--- config.mk ---
export PLATFORM = sky130hd
export DESIGN_NAME = fetch_unit
export DESIGN_NICKNAME = d
export VERILOG_FILES = /design/src/rtl/fetch_unit.sv
export SDC_FILE = /design/constraint.sdc
export NUM_CORES = 1
export LEC_CHECK = 0
export CORE_ASPECT_RATIO = 1.2
export CORE_MARGIN = 2
export CORE_UTILIZATION = 40
export CTS_BUF_LIST = sky130_fd_sc_hd__clkbuf_4
export DETAILED_ROUTE_END_ITERATION = 12
export GPL_ROUTABILITY_DRIVEN = 1
export PLACE_DENSITY = 0.83
export SYNTH_ARGS = -nofsm -noshare
export SYNTH_HDL_FRONTEND = slang
export SYNTH_SLANG_ARGS = --single-unit
export TNS_END_PERCENT = 20
--- constraint.sdc ---
create_clock -name CLK -period 2.25 [get_ports CLK]
set_clock_uncertainty 0.15 [all_clocks]
set_input_delay 0.45 -clock CLK [delete_from_list [all_inputs] [get_ports CLK]]
set_output_delay 0.45 -clock CLK [all_outputs]
set_load 0.1 [all_outputs]
--- src/rtl/fetch_unit.sv ---
// Instruction fetch stage: owns the PC, reads imem, latches the instruction and
// advances the PC from branch/jump/halt decisions and the dmem handshake.
module fetch_unit #(
  parameter int WORD_W = 32,
  parameter logic [WORD_W-1:0] PC_INIT = {WORD_W{1'b0}}
) (
  input  logic              CLK,
  input  logic              nRST,
  input  logic              ihit,
  input  logic [WORD_W-1:0] imem_rdata,
  output logic              iREN,
  output logic [WORD_W-1:0] imemaddr,
  output logic [WORD_W-1:0] imemload,
  output logic              instr_valid,
  output logic [WORD_W-1:0] pc,
  output logic [WORD_W-1:0] pc_plus4,
  input  logic              branch,
  input  logic              jal,
  input  logic              jalr,
  input  logic              halt,
  input  logic [WORD_W-1:0] br_target,
  input  logic [WORD_W-1:0] jalr_target,
  input  logic              dmem_req,
  input  logic              dhit,
  output logic              halted
);

  typedef enum logic [1:0] {
    FETCH    = 2'd0,
    EXEC     = 2'd1,
    MEM_WAIT = 2'd2,
    HALTED   = 2'd3
  } state_t;

  localparam logic [WORD_W-1:0] PC_STEP = {{(WORD_W-3){1'b0}}, 3'b100};

  state_t            state_r;
  state_t            state_n_s;
  logic [WORD_W-1:0] pc_r;
  logic [WORD_W-1:0] imemload_r;
  logic              instr_valid_r;
  logic [WORD_W-1:0] next_pc_s;
  logic [WORD_W-1:0] pc_plus4_s;
  logic              advance_s;
  logic              latch_s;

  // Instruction addresses are word aligned; JALR's bit-0 clear is subsumed here.
  function automatic logic [WORD_W-1:0] align_word(input logic [WORD_W-1:0] addr);
    return {addr[WORD_W-1:2], 2'b00};
  endfunction

  // Next-PC selection: jalr beats branch/jal, which beat sequential.
  always_comb begin
    pc_plus4_s = pc_r + PC_STEP;
    next_pc_s  = pc_plus4_s;
    if (jalr) begin
      next_pc_s = align_word(jalr_target);
    end else if (branch || jal) begin
      next_pc_s = align_word(br_target);
    end else begin
      next_pc_s = pc_plus4_s;
    end
  end

  // FSM next-state and PC-advance decode.
  always_comb begin
    state_n_s = state_r;
    advance_s = 1'b0;
    latch_s   = 1'b0;
    case (state_r)
      FETCH: begin
        if (ihit) begin
          latch_s   = 1'b1;
          state_n_s = EXEC;
        end else begin
          state_n_s = FETCH;
        end
      end
      EXEC: begin
        if (halt) begin
          state_n_s = HALTED;
        end else if (dmem_req && !dhit) begin
          state_n_s = MEM_WAIT;
        end else begin
          advance_s = 1'b1;
          state_n_s = FETCH;
        end
      end
      MEM_WAIT: begin
        if (dhit) begin
          advance_s = 1'b1;
          state_n_s = FETCH;
        end else begin
          state_n_s = MEM_WAIT;
        end
      end
      HALTED: begin
        state_n_s = HALTED;
      end
      default: begin
        state_n_s = FETCH;
      end
    endcase
  end

  // State, PC and instruction latch registers.
  always_ff @(posedge CLK) begin
    if (!nRST) begin
      state_r       <= FETCH;
      pc_r          <= PC_INIT;
      imemload_r    <= {WORD_W{1'b0}};
      instr_valid_r <= 1'b0;
    end else begin
      state_r <= state_n_s;
      if (advance_s) begin
        pc_r          <= next_pc_s;
        instr_valid_r <= 1'b0;
      end else if (latch_s) begin
        imemload_r    <= imem_rdata;
        instr_valid_r <= 1'b1;
      end else if (state_n_s == HALTED) begin
        instr_valid_r <= 1'b0;
      end else begin
        instr_valid_r <= instr_valid_r;
      end
    end
  end

  assign iREN        = nRST && (state_r == FETCH);
  assign halted      = (state_r == HALTED);
  assign imemaddr    = pc_r;
  assign pc          = pc_r;
  assign pc_plus4    = pc_plus4_s;
  assign imemload    = imemload_r;
  assign instr_valid = instr_valid_r;

endmodule

* After elaboration in Yosys (flattened, before gate mapping)
Cells that the tools add are included.
Storage, ports and cells: register bits 67
Operators by class: add/subtract/negate cells 1, eq/ne operators 4, mux-type cells 15, bitwise gates (word level) 2, reduce and logical (&&, ||, !) cells 8
Operators with widths (number):
- $mux 32 | 2
- $add 32x3->32 const B | 1
- $mux 1 | 8
- $pmux 2 s4 | 1
- $eq 2x2->1 const B | 3
- $mux 2 | 3
- $eq 2x1->1 const B | 1
- $logic_and 1x1->1 | 2
- $logic_not 2->1 | 1
- $not 1->1 | 2
- $pmux 1 s2 | 1
- $reduce_and 2->1 | 1
- $reduce_bool 2->1 | 1
- $reduce_or 2->1 | 1
- $logic_not 1->1 | 1
- $logic_or 1x1->1 | 1

* Logic depth before layout (Yosys ltp)
word-level depth 8, depth in mapped cells 9, depth with buffers taken out 7

* Least setup slack after synthesis
Ideal clock, no wire load.
path kind register to output, from register pc_r[15] (netlist: imemaddr[15]), to output pc_plus4[30], path slack -2.061 ns, path buffers 1, stages on the path, launching flop included 6, arrival 3.711 ns, path through dfxtp_1 buf_2 nand4_2 or3_4 nor4_1 xor2_1
Between the ends: word-level cells in the longest chain between the ends 1
RTL lines:
- from (decl) | line 39 | logic [WORD_W-1:0] pc_r;
- from (signal assigned) | line 116 | pc_r <= next_pc_s;
- $add 32x3->32 | line 54 | pc_plus4_s = pc_r + PC_STEP;
- to (decl) | line 16 | output logic [WORD_W-1:0] pc_plus4,
Every way passes these cells.

* Worst setup path after layout
from register pc_r[10] (netlist: imemaddr[10]), to output pc_plus4[31]
Same word-level chain as after synthesis.

==> reports/metrics.cfg <==
[timing]
hold_viol = 0
finalSetupViolations = 26
clock.fmax_ghz = 0.360
drv_slew = 0
fin_crit_sh_pct = 123
finalWorstSetupSlack_ns = -0.525
grt_setup_unrepaired = true
fin_crit_ns = 2.78

[synth]
synth_xor_xnor_area_share_pct = 5.25
ys.flop_type = dfxtp_1
synth_seq_cells = 65
synthArstFlopShare_pct = 0
synth_edf_count = 0
synth_top_area_share_pct = 31.2
synthSimpleGateAreaFrac_pct = 25.5
yosysWarnings = 0
ys_types = 56
synth.area.top_cells = dfxtp_1 (31%), mux2i_1 (7.9%), buf_4 (6.5%)
synth_area_per_cell_um2 = 8.00
ys_seq_area_share_pct = 31.2
yosys.area.top_type = dfxtp_1
synthMuxAreaShare_pct = 8.19
syn-cell-area_um2 = 4170
synth_compound_area_share_pct = 17.3
syn_inst = 521
synth_top_family_by_area = simple AND/OR/NAND/NOR gates
synth_fa_ha_area_share_pct = 1.80

[global_routing]
grt_pass1_vias = 5317
antenna_found_initial = 0
grt_overflow_total = 0
track_usage_pct = 29.5
grt_pass1_wl_um = 26500
grt_max_degree = 36

[floorplanning]
fp.dieW_um = 97.2
die_h_um = 116
core_area_um2 = 10100
dieArea_um2 = 11300
initial_core_util_pct = 41.4
num_rows = 40
io_pins = 236

[min_path]
min_path_cells = 2
worstHoldPathType = input pin to register

[routing]
avgViaCountPerCell = 5.65
vias = 5161
drt-pass1-iter-count = 5
drc_errors = 0
ant_nets = 0
first_iter_violations = 357
totalWireLength_um = 17200
wl_per_cell_um = 18.8

[critical_path]
crit_path_start_kind = register
cp-end-kind = output port
worstSetupEndpoint = pc_plus4[31]
reg2reg_slack_ns = 0.03
critPathKind = register to output port
cp_max_fo = 5
cp_data_required_time_ns = 1.65
cp_num_cells = 8
r2r_end = imemaddr[20]$_SDFFE_PN0P_
cp_num_buf_inv = 3
cp.arrival_ns = 2.18
critPathLaunch = imemaddr[10]$_SDFFE_PN0P_
path_delay_family = simple AND/OR/NAND/NOR gates
timing.rr.start = imemaddr[10]$_SDFFE_PN0P_
critPathMostFrequentCell = buf_4
reg2regPathDepth = 7
path_cells = nand4_1 -> buf_4 -> nor3_2 -> buf_4 -> nand3_2 -> nor2_4 -> xor2_4 -> buf_12
slowest_stage = dfxtp_4
slowest_delay_ns = 0.37

[placed_design]
place_congestion = 0.948
post-place-ws_ns = -0.222
port_buffers = 225
place_inst = 887
hpwl_um = 13000

[cts]
clockBufferDepth = 2
cts_max_level = 3
cts_tree = yes
cts_buffers = 9
cts_num_sinks = 65
clk_pin_slew_ns = 0.12
clock_latency_ns = 0.43
cts_hold_repair.buffers = 0
root_buffer = clkbuf_4

[finish]
syn2layout_area_growth_pct = 89.9
layout-drive-gt1-share_pct = 41.9
stdcell_count = 914
antenna_cells = 0
final_nets = 894

[status]
violations = setup timing
outcome = finished, violations left

[flow_run]
maxCapViolCount = 0

[pwr]
peakVddDrop_v = 0.000378
power_density_nw_per_um2 = 441
p_leak_nw = 3.46

[power by group]
part / leakage (nW) / total, mW / internal [mW] / switching (mW)
Sequential: 0.552 / 1.23 / 1.19 / 0.0428
Clock: 0.0789 / 0.820 / 0.339 / 0.481
Combinational: 2.83 / 1.44 / 0.488 / 0.952
[worst min path at each step]
stage	start	endpoint
CTS	nRST	imemaddr[4]$_SDFFE_PN0P_
global route	nRST	imemaddr[10]$_SDFFE_PN0P_
finish	nRST	imemaddr[4]$_SDFFE_PN0P_
floorplan	jalr_target[11]	imemaddr[11]$_SDFFE_PN0P_
detailed placement	imemload[16]$_SDFFE_PN0P_	imemload[16]$_SDFFE_PN0P_
global placement	imemload[25]$_SDFFE_PN0P_	imemload[25]$_SDFFE_PN0P_
[through the flow]
step	instance area [µm²]	hold slack [ns]	setup TNS (ns)	utilization, %	power (mW)
2_1_floorplan	4730	0.451	-13.23	-	2.21
3_3_place_gp	7500	0.349	-1.95	74.6	2.66
3_5_place_dp	7500	0.360	-5.82	74.6	2.68
4_1_cts	7790	0.295	-8.86	77.5	3.49
5_1_grt	7920	0.321	-11.67	78.7	3.62
6_report	7920	0.308	-9.49	78.7	3.49
[registers in the layout, indices dropped and copies added (netlist names)]
register,count
imemaddr,30
imemload,32
instr_valid,1
state_r,2
[routing by layer]
metal,routed length [µm],GRT usage [%],part of all wire [%]
met4,706,17.6,4.1
met5,0,0,0
met2,8950,54.7,52
met1,5830,30.1,34
met3,1700,7.72,9.9
[area by class of cell]
cell class                 count  area (µm²)
inverter                      11        41.3
clock buffer                   9        67.6
tap                          126         158
multi-input combinational    381        3070
fill                         640        2140
clock inverter                 7        66.3
timing repair buffer         315        3120
sequential                    65        1400
[cell families (layout without fill, tap and decap cells)]
logic type / Yosys count / in the layout
buffers and inverters: 80 / 342
AOI/OAI and AO/OA: 106 / 106
adders and majority gates: 6 / 6
and+or+nand+nor: 204 / 204
muxes: 34 / 34
DFF: 65 / 65
xor gates and xnor gates: 25 / 25
other: 1 / 6
[timing repair]
action                                  4_1_cts  5_1_grt
pin swaps                                    16       13
gates resized for setup                      26       18
endpoints found under the setup margin       26       43
setup buffers                                 5        6
[synthesized netlist by cell type (all sizes together) (3+ instances only)]
cell type,instances
nand2,49
ha,6
xnor2,12
o21a,5
nor3,10
o22ai,3
mux2i,33
o21ai,23
and4,6
or3,6
inv,11
o31a,3
o32ai,4
and3,11
xor2,13
nand4,10
a21oi,23
a21boi,4
dfxtp,65
nor4,4
buf,43
o211ai,9
a31oi,6
nand3,27
nand2b,4
nor2b,34
and2,6
nor2,32
clkbuf,26
[layout by cell type, fill, tap and decap left out, types with 21 or more instances in the layout]
master / n
nand2_1: 44
buf_12: 39
nor2b_1: 34
clkdlybuf4s50_1: 99
nand3_1: 22
dfxtp_4: 24
buf_4: 171
dfxtp_1: 36
a21oi_1: 22
nor2_1: 27
o21ai_0: 21
mux2i_1: 33
No activity file was read; power rests on OpenSTA's default activity.
